File: src/rtl/llki_mock_pkg.sv
`default_nettype none
// ============================================================================
//  Module      : llki_mock_pkg
//  Description : Shared types, constants and the key-to-mask mapping function
//                for the mock LLKI key-lock stage.
//  Contents    : lock_state_t  - 2-bit lock FSM encoding
//                LLKI_WORD_W   - width of one key word (64)
//                LLKI_MAX_W    - upper bound for key and data widths
//                key_mask()    - cyclic key-difference to data-mask mapping
//  Revision    : 1.0 - initial release
// ============================================================================
package llki_mock_pkg;

   localparam int LLKI_WORD_W = 64;

   // Upper bound on KEY_W and NUM_CH*DATA_W handled by key_mask().
   localparam int LLKI_MAX_W = 1024;

   typedef enum logic [1:0] {
      LS_LOCKED   = 2'd0,
      LS_LOADING  = 2'd1,
      LS_UNLOCKED = 2'd2,
      LS_ERROR    = 2'd3
   } lock_state_t;

   // Mask bit j takes key-difference bit (j mod key_w): the difference
   // pattern is laid onto the data LSB-first and repeats every key_w bits.
   // Bits at or above width are returned as zero.
   function automatic logic [LLKI_MAX_W-1:0] key_mask(
      input logic [LLKI_MAX_W-1:0] diff,
      input int                    key_w,
      input int                    width
   );
      logic [LLKI_MAX_W-1:0] m;
      m = '0;
      if (key_w > 0) begin
         for (int j = 0; j < LLKI_MAX_W; j++) begin
            if (j < width) begin
               m[j] = diff[j % key_w];
            end
         end
      end
      return m;
   endfunction

endpackage : llki_mock_pkg
`default_nettype wire

File: src/rtl/llki_mock_out_stage.sv
`default_nettype none
// ============================================================================
//  Module      : llki_mock_out_stage
//  Description : One-entry valid/ready register slice. Accepts a new word when
//                empty or when the held word leaves in the same cycle, giving
//                full throughput under continuous out_ready.
//  Ports       : clk, rst_n           - clock, async active-low reset
//                in_valid/in_ready    - upstream handshake
//                in_data  [WIDTH]     - upstream payload
//                out_valid/out_ready  - downstream handshake
//                out_data [WIDTH]     - registered payload
//  Revision    : 1.0 - initial release
// ============================================================================
module llki_mock_out_stage
   import llki_mock_pkg::*;
#(
   parameter int WIDTH = 64
) (
   input  logic             clk,
   input  logic             rst_n,
   input  logic             in_valid,
   output logic             in_ready,
   input  logic [WIDTH-1:0] in_data,
   output logic             out_valid,
   input  logic             out_ready,
   output logic [WIDTH-1:0] out_data
);

   assign in_ready = !out_valid || out_ready;

   always_ff @(posedge clk or negedge rst_n) begin
      if (!rst_n) begin
         out_valid <= 1'b0;
         out_data  <= '0;
      end else if (in_ready) begin
         out_valid <= in_valid;
         // Payload only moves with a real beat so an idle slot keeps its
         // last value on the bus.
         if (in_valid) begin
            out_data <= in_data;
         end
      end
   end

endmodule : llki_mock_out_stage
`default_nettype wire

File: src/rtl/llki_mock_key_lock.sv
`default_nettype none
// ============================================================================
//  Module      : llki_mock_key_lock
//  Description : Mock LLKI lock stage. Loads a multi-word key over a
//                valid/ready port, compares it with EXP_KEY and XOR-masks the
//                NUM_CH x DATA_W data stream with (EXP_KEY ^ loaded key), so
//                data passes clean only once the correct key is loaded.
//  Ports       : clk, rst_n                     - clock, async active-low reset
//                clear_key                      - pulse, zero loaded key
//                key_valid/key_ready/key_word/key_last - key word port
//                lock_state [2]                 - LOCKED/LOADING/UNLOCKED/ERROR
//                in_valid/in_ready/data_in      - data input port
//                out_valid/out_ready/data_out   - masked data output port
//  Revision    : 1.0 - initial release
// ============================================================================
module llki_mock_key_lock
   import llki_mock_pkg::*;
#(
   parameter int                         NUM_CH    = 4,
   parameter int                         DATA_W    = 16,
   parameter int                         KEY_WORDS = 2,
   parameter logic [64*KEY_WORDS-1:0]    EXP_KEY   = '0
) (
   input  logic                       clk,
   input  logic                       rst_n,
   input  logic                       clear_key,
   input  logic                       key_valid,
   output logic                       key_ready,
   input  logic [LLKI_WORD_W-1:0]     key_word,
   input  logic                       key_last,
   output logic [1:0]                 lock_state,
   input  logic                       in_valid,
   output logic                       in_ready,
   input  logic [NUM_CH*DATA_W-1:0]   data_in,
   output logic                       out_valid,
   input  logic                       out_ready,
   output logic [NUM_CH*DATA_W-1:0]   data_out
);

   localparam int KEY_W = LLKI_WORD_W * KEY_WORDS;
   localparam int DW    = NUM_CH * DATA_W;
   localparam int CNT_W = $clog2(KEY_WORDS + 1);

   // Mask seen while no key is loaded: the plain EXP_KEY pattern.
   localparam logic [DW-1:0] RST_MASK =
      DW'(key_mask(LLKI_MAX_W'(EXP_KEY), KEY_W, DW));

   lock_state_t       state, state_nx;
   logic [KEY_W-1:0]  act_key, act_key_nx;
   logic [CNT_W-1:0]  wcnt, wcnt_nx;
   logic              len_err, len_err_nx;
   logic [DW-1:0]     mask, mask_nx;
   logic              mask_load;

   logic              key_acc;
   logic [CNT_W-1:0]  word_idx;
   logic              is_last_slot;
   logic [KEY_W-1:0]  key_new;

   logic              stage_in_valid;
   logic              stage_in_ready;

   // ------------------------------------------------------------------
   // Key port handshake: clear_key wins over any word in the same cycle.
   // ------------------------------------------------------------------
   assign key_ready  = !clear_key;
   assign key_acc    = key_valid && key_ready;
   assign lock_state = state;

   // ------------------------------------------------------------------
   // Lock FSM: state register
   // ------------------------------------------------------------------
   always_ff @(posedge clk or negedge rst_n) begin
      if (!rst_n) begin
         state   <= LS_LOCKED;
         act_key <= '0;
         wcnt    <= '0;
         len_err <= 1'b0;
         mask    <= RST_MASK;
      end else begin
         state   <= state_nx;
         act_key <= act_key_nx;
         wcnt    <= wcnt_nx;
         len_err <= len_err_nx;
         if (mask_load) begin
            mask <= mask_nx;
         end
      end
   end

   // ------------------------------------------------------------------
   // Lock FSM: next state, key register and mask update
   // ------------------------------------------------------------------
   always_comb begin
      state_nx     = state;
      act_key_nx   = act_key;
      wcnt_nx      = wcnt;
      len_err_nx   = len_err;
      mask_load    = 1'b0;
      word_idx     = '0;
      key_new      = '0;
      is_last_slot = 1'b0;

      if (clear_key) begin
         state_nx   = LS_LOCKED;
         act_key_nx = '0;
         wcnt_nx    = '0;
         len_err_nx = 1'b0;
         mask_load  = 1'b1;
      end else if (state == LS_LOADING && len_err) begin
         // key_last arrived on the first word of a multi-word key: the word
         // was taken into LOADING, the length error is resolved one cycle on.
         state_nx   = LS_ERROR;
         wcnt_nx    = '0;
         len_err_nx = 1'b0;
         mask_load  = 1'b1;
      end else if (key_acc) begin
         // A word accepted outside LOADING starts a fresh key at slot 0.
         if (state == LS_LOADING) begin
            word_idx = wcnt;
            key_new  = act_key;
         end else begin
            word_idx = '0;
            key_new  = '0;
         end

         // Word n occupies the n-th 64-bit slot counted from the MS end.
         for (int w = 0; w < KEY_WORDS; w++) begin
            if (word_idx == CNT_W'(w)) begin
               key_new[KEY_W-1-w*LLKI_WORD_W -: LLKI_WORD_W] = key_word;
            end
         end

         act_key_nx   = key_new;
         is_last_slot = (word_idx == CNT_W'(KEY_WORDS - 1));

         if (state != LS_LOADING && KEY_WORDS > 1) begin
            state_nx   = LS_LOADING;
            wcnt_nx    = CNT_W'(1);
            len_err_nx = key_last;
         end else if (key_last || is_last_slot) begin
            if (key_last && is_last_slot && key_new == EXP_KEY) begin
               state_nx = LS_UNLOCKED;
            end else begin
               state_nx = LS_ERROR;
            end
            wcnt_nx   = '0;
            mask_load = 1'b1;
         end else begin
            state_nx = LS_LOADING;
            wcnt_nx  = word_idx + CNT_W'(1);
         end
      end

      mask_nx = DW'(key_mask(LLKI_MAX_W'(EXP_KEY ^ act_key_nx), KEY_W, DW));
   end

   // ------------------------------------------------------------------
   // Data path: data is held off while a key is being loaded so that no
   // beat is ever masked with a partially written key.
   // ------------------------------------------------------------------
   assign stage_in_valid = in_valid && (state != LS_LOADING);
   assign in_ready       = stage_in_ready && (state != LS_LOADING);

   llki_mock_out_stage #(
      .WIDTH (DW)
   ) u_out_stage (
      .clk       (clk),
      .rst_n     (rst_n),
      .in_valid  (stage_in_valid),
      .in_ready  (stage_in_ready),
      .in_data   (data_in ^ mask),
      .out_valid (out_valid),
      .out_ready (out_ready),
      .out_data  (data_out)
   );

endmodule : llki_mock_key_lock
`default_nettype wire

File: config.mk
export PLATFORM = sky130hd
export DESIGN_NAME = llki_mock_key_lock
export DESIGN_NICKNAME = d
export VERILOG_FILES = /design/src/rtl/llki_mock_pkg.sv /design/src/rtl/llki_mock_out_stage.sv /design/src/rtl/llki_mock_key_lock.sv
export SDC_FILE = /design/constraint.sdc
export NUM_CORES = 1
export LEC_CHECK = 0
export CORE_ASPECT_RATIO = 1.75
export CORE_MARGIN = 2
export CORE_UTILIZATION = 47
export CTS_CLUSTER_SIZE = 16
export DETAILED_ROUTE_END_ITERATION = 12
export GPL_TIMING_DRIVEN = 0
export PLACE_DENSITY = 0.73
export SLEW_MARGIN = 30
export SYNTH_ARGS = -nofsm -noshare
export SYNTH_HDL_FRONTEND = slang
export SYNTH_SLANG_ARGS = --single-unit
File: constraint.sdc
create_clock -name clk -period 4.6 [get_ports clk]
set_input_delay 0.92 -clock clk [delete_from_list [all_inputs] [get_ports clk]]
set_output_delay 0.92 -clock clk [all_outputs]
set_load 0.05 [all_outputs]
==> impl_metrics.yaml <==
worst_setup_path:
  path_buf_inv: 2
  required_ps: 3680
  cpLargestDelayFamily: "buffers and inverters"
  arrival_ps: 2350
  crit_chain: "nand2b_1, buf_2, o21a_1, clkdlybuf4s50_1"
  worstReg2RegStart: "lock_state[0]"
  crit_start: "lock_state[1]"
  r2r_cells: 9
  cp.depth: 4
  slowest_delay_ps: 810
  end_kind: "output port"
  path_max_fanout: 10
  crit_slowest_cell: "clkdlybuf4s50_1"
  endpoint: "in_ready"
  rr_endpoint: "mask[49]"
  start_kind: "flip-flop"
  r2r_slack_ps: 1520
  worstSetupPathType: "flip-flop to output port"
power_and_ir_drop:
  switching_share_pct: 29.9
  p_per_area_nw_per_um2: 418
  max-vdd-ir-drop_mv: 0.266
  power.share.clock_pct: 34.4
  power.internal_uw: 4050
  p_comb_share_pct: 21.1
  total_power_uw: 5770
  seqPwrFrac_pct: 44.4
  p_sw_uw: 1720
  p_leak_uw: 0.00612
synthesis:
  dominantRegCellSynth: "dfrtp_1"
  synth_cells: 859
  async_reset_ff_share_pct: 100
  ys_warn_count: 0
  synthesis.area_sq_um: 10600
  yosys.area.top_type_share_pct: 62.1
  synth_common_cells: "dfrtp_1 (262), a22o_1 (89), nand2_1 (74)"
  yosysTopAreaCell: "dfrtp_1"
  synth_nets: 996
  yosysMostFrequentCell: "dfrtp_1"
  yosys-top-cells-area: "dfrtp_1 (62%), a22o_1 (7.4%), mux2_2 (6.8%)"
  yosysUniqueCellTypes: 39
  ys_seq_area_share_pct: 62.1
  ys_seq_elements: 262
  syn_area_per_cell_sq_um: 12.3
  synth_edf_count: 0
job:
  drv_cap: 0
final_layout:
  final_cells: 1399
  layout.nets: 1225
  area_growth_pct: 30.6
  drive_above_1_share_pct: 11.6
  fin_util_pct: 62.5
global_routing:
  grt_pass1_vias: 8282
  grt-ovfl-total: 0
  grt_max_degree: 90
  antenna_found_initial: 1
  track_usage_pct: 25.1
  grt_pass1_wl_um: 46500
clock_tree:
  hold_buffers: 0
  clk_pin_slew_ps: 70
  clock_path_buffers: 3
  numCtsBuffers: 23
  postCtsSetupRepairBufs: 0
  clock_sinks: 262
  clock_latency_ps: 510
  cts_tree: "built"
  cts-htree-levels: 1
  cts_resized: 0
  cts_root_buffer: "clkbuf_16"
outcome:
  status: "completed"
place:
  dp_cells: 1359
  dp_hpwl_um: 22100
  place_congestion: 0.944
  portBuffers: 201
timing:
  worst_slew_pin_slew_ps: 779
  finalMaxSlewViolations: 0
  fmax_mhz: 306
  finalSetupViolations: 0
  rsz0062_at_grt: "false"
  maxSlewHeadroom_pct: 47.7
  finalHoldViolCount: 0
  period_minus_slack_ps: 3270
  fin_worst_skew_ps: 8.08
  final.period_utilization_pct: 71.0
die:
  ioPinCount: 204
  dieArea_sq_um: 23700
  floorplan.rows: 72
  dieHeight_um: 202
  fp.dieW_um: 117
  core-area_sq_um: 22100
  start_util_pct: 47.9
route:
  via_per_inst: 5.57
  routed_wl_um: 29300
  post-route-drc-count: 0
  firstDrtPassIters: 5
  postRouteAntennaNets: 0
  vias: 7793
  drtIter0Drc: 468
  routedWlPerCell_um: 20.9
min_path:
  worstHoldPathType: "input pin to async pin"
## layout by cell type, fill, tap and decap left out, types with 5 or more instances in the layout
master             n
nor4_1            28
a21oi_1            5
a22oi_1           39
o21ai_0           72
a22o_1            89
mux2_2            64
nor2_1            49
inv_1              5
nand4_1            5
nand3_1            5
dfrtp_1          262
nor3_1            13
clkbuf_8           6
clkdlybuf4s50_1  200
buf_2             15
clkbuf_1          37
nand2_1           74
clkbuf_16         23
xnor2_1           64
## cell families (layout without fill, tap and decap cells)
group,Yosys count,in the layout,synth area share [%]
simple gates,189,189,8.22
buf+inv,61,304,2.64
flops,262,262,62.1
compound gates,216,216,14.6
fa+ha+maj,2,2,0.237
mux,65,65,6.92
other cells,0,1,0
xor+xnor,64,64,5.31
## layout make-up
class,count,area [sq um]
Fill cell,1773,8270
Sequential cell,262,6560
Multi-Input combinational cell,536,3730
Timing Repair Buffer,204,2100
Clock buffer,32,669
Tap cell,296,370
Buffer,56,260
Clock inverter,7,96.3
Inverter,5,18.8
Antenna cell,1,2.50
## power groups by stage
stage / Combinational (uW) / Clock (uW) / Sequential [uW]
3_3_place_gp: 1200 / 0 / 2610
5_1_grt: 1290 / 2110 / 2590
3_5_place_dp: 1230 / 0 / 2600
2_1_floorplan: 290 / 0 / 2990
6_report: 1220 / 1990 / 2560
4_1_cts: 1230 / 2020 / 2560
## per-stage QoR
step | setup WS (ps) | TNS, ps | hold slack [ps] | area, sq um
after floorplan | 2000 | 0 | 458 | 10600
after global placement | -8440 | -2202750 | 460 | 12900
after detailed placement | 1270 | 0 | 470 | 13000
after CTS | 1310 | 0 | 263 | 13800
after global routing | 1260 | 0 | 272 | 13800
final | 1330 | 0 | 264 | 13800
## sequential cells by signal, summed over array words and instances (netlist names)
name and cells:
act_key 128, mask 64, u_out_stage.out_data 64, lock_state 2
wcnt 2, len_err 1, u_out_stage.out_valid 1
## worst min path at each step
stage	from	end	depth (start not counted)
detailed placement	u_out_stage.out_data[48]	u_out_stage.out_data[48]	2
global route	rst_n	u_out_stage.out_data[6]	1
finish	rst_n	u_out_stage.out_data[6]	1
global placement	u_out_stage.out_data[46]	u_out_stage.out_data[46]	2
CTS	rst_n	u_out_stage.out_data[58]	1
floorplan	act_key[67]	act_key[67]	1
## per-layer routing
layer | vias up | GRT usage [%] | part of all wire (%)
li1 | 3543 | - | -
met1 | 3911 | 28.5 | 37
met2 | 269 | 46.6 | 53
met3 | 70 | 3.41 | 4.6
met4 | 0 | 11.2 | 4.9
met5 | - | 0 | 0
No activity file was read; power rests on OpenSTA's default activity.
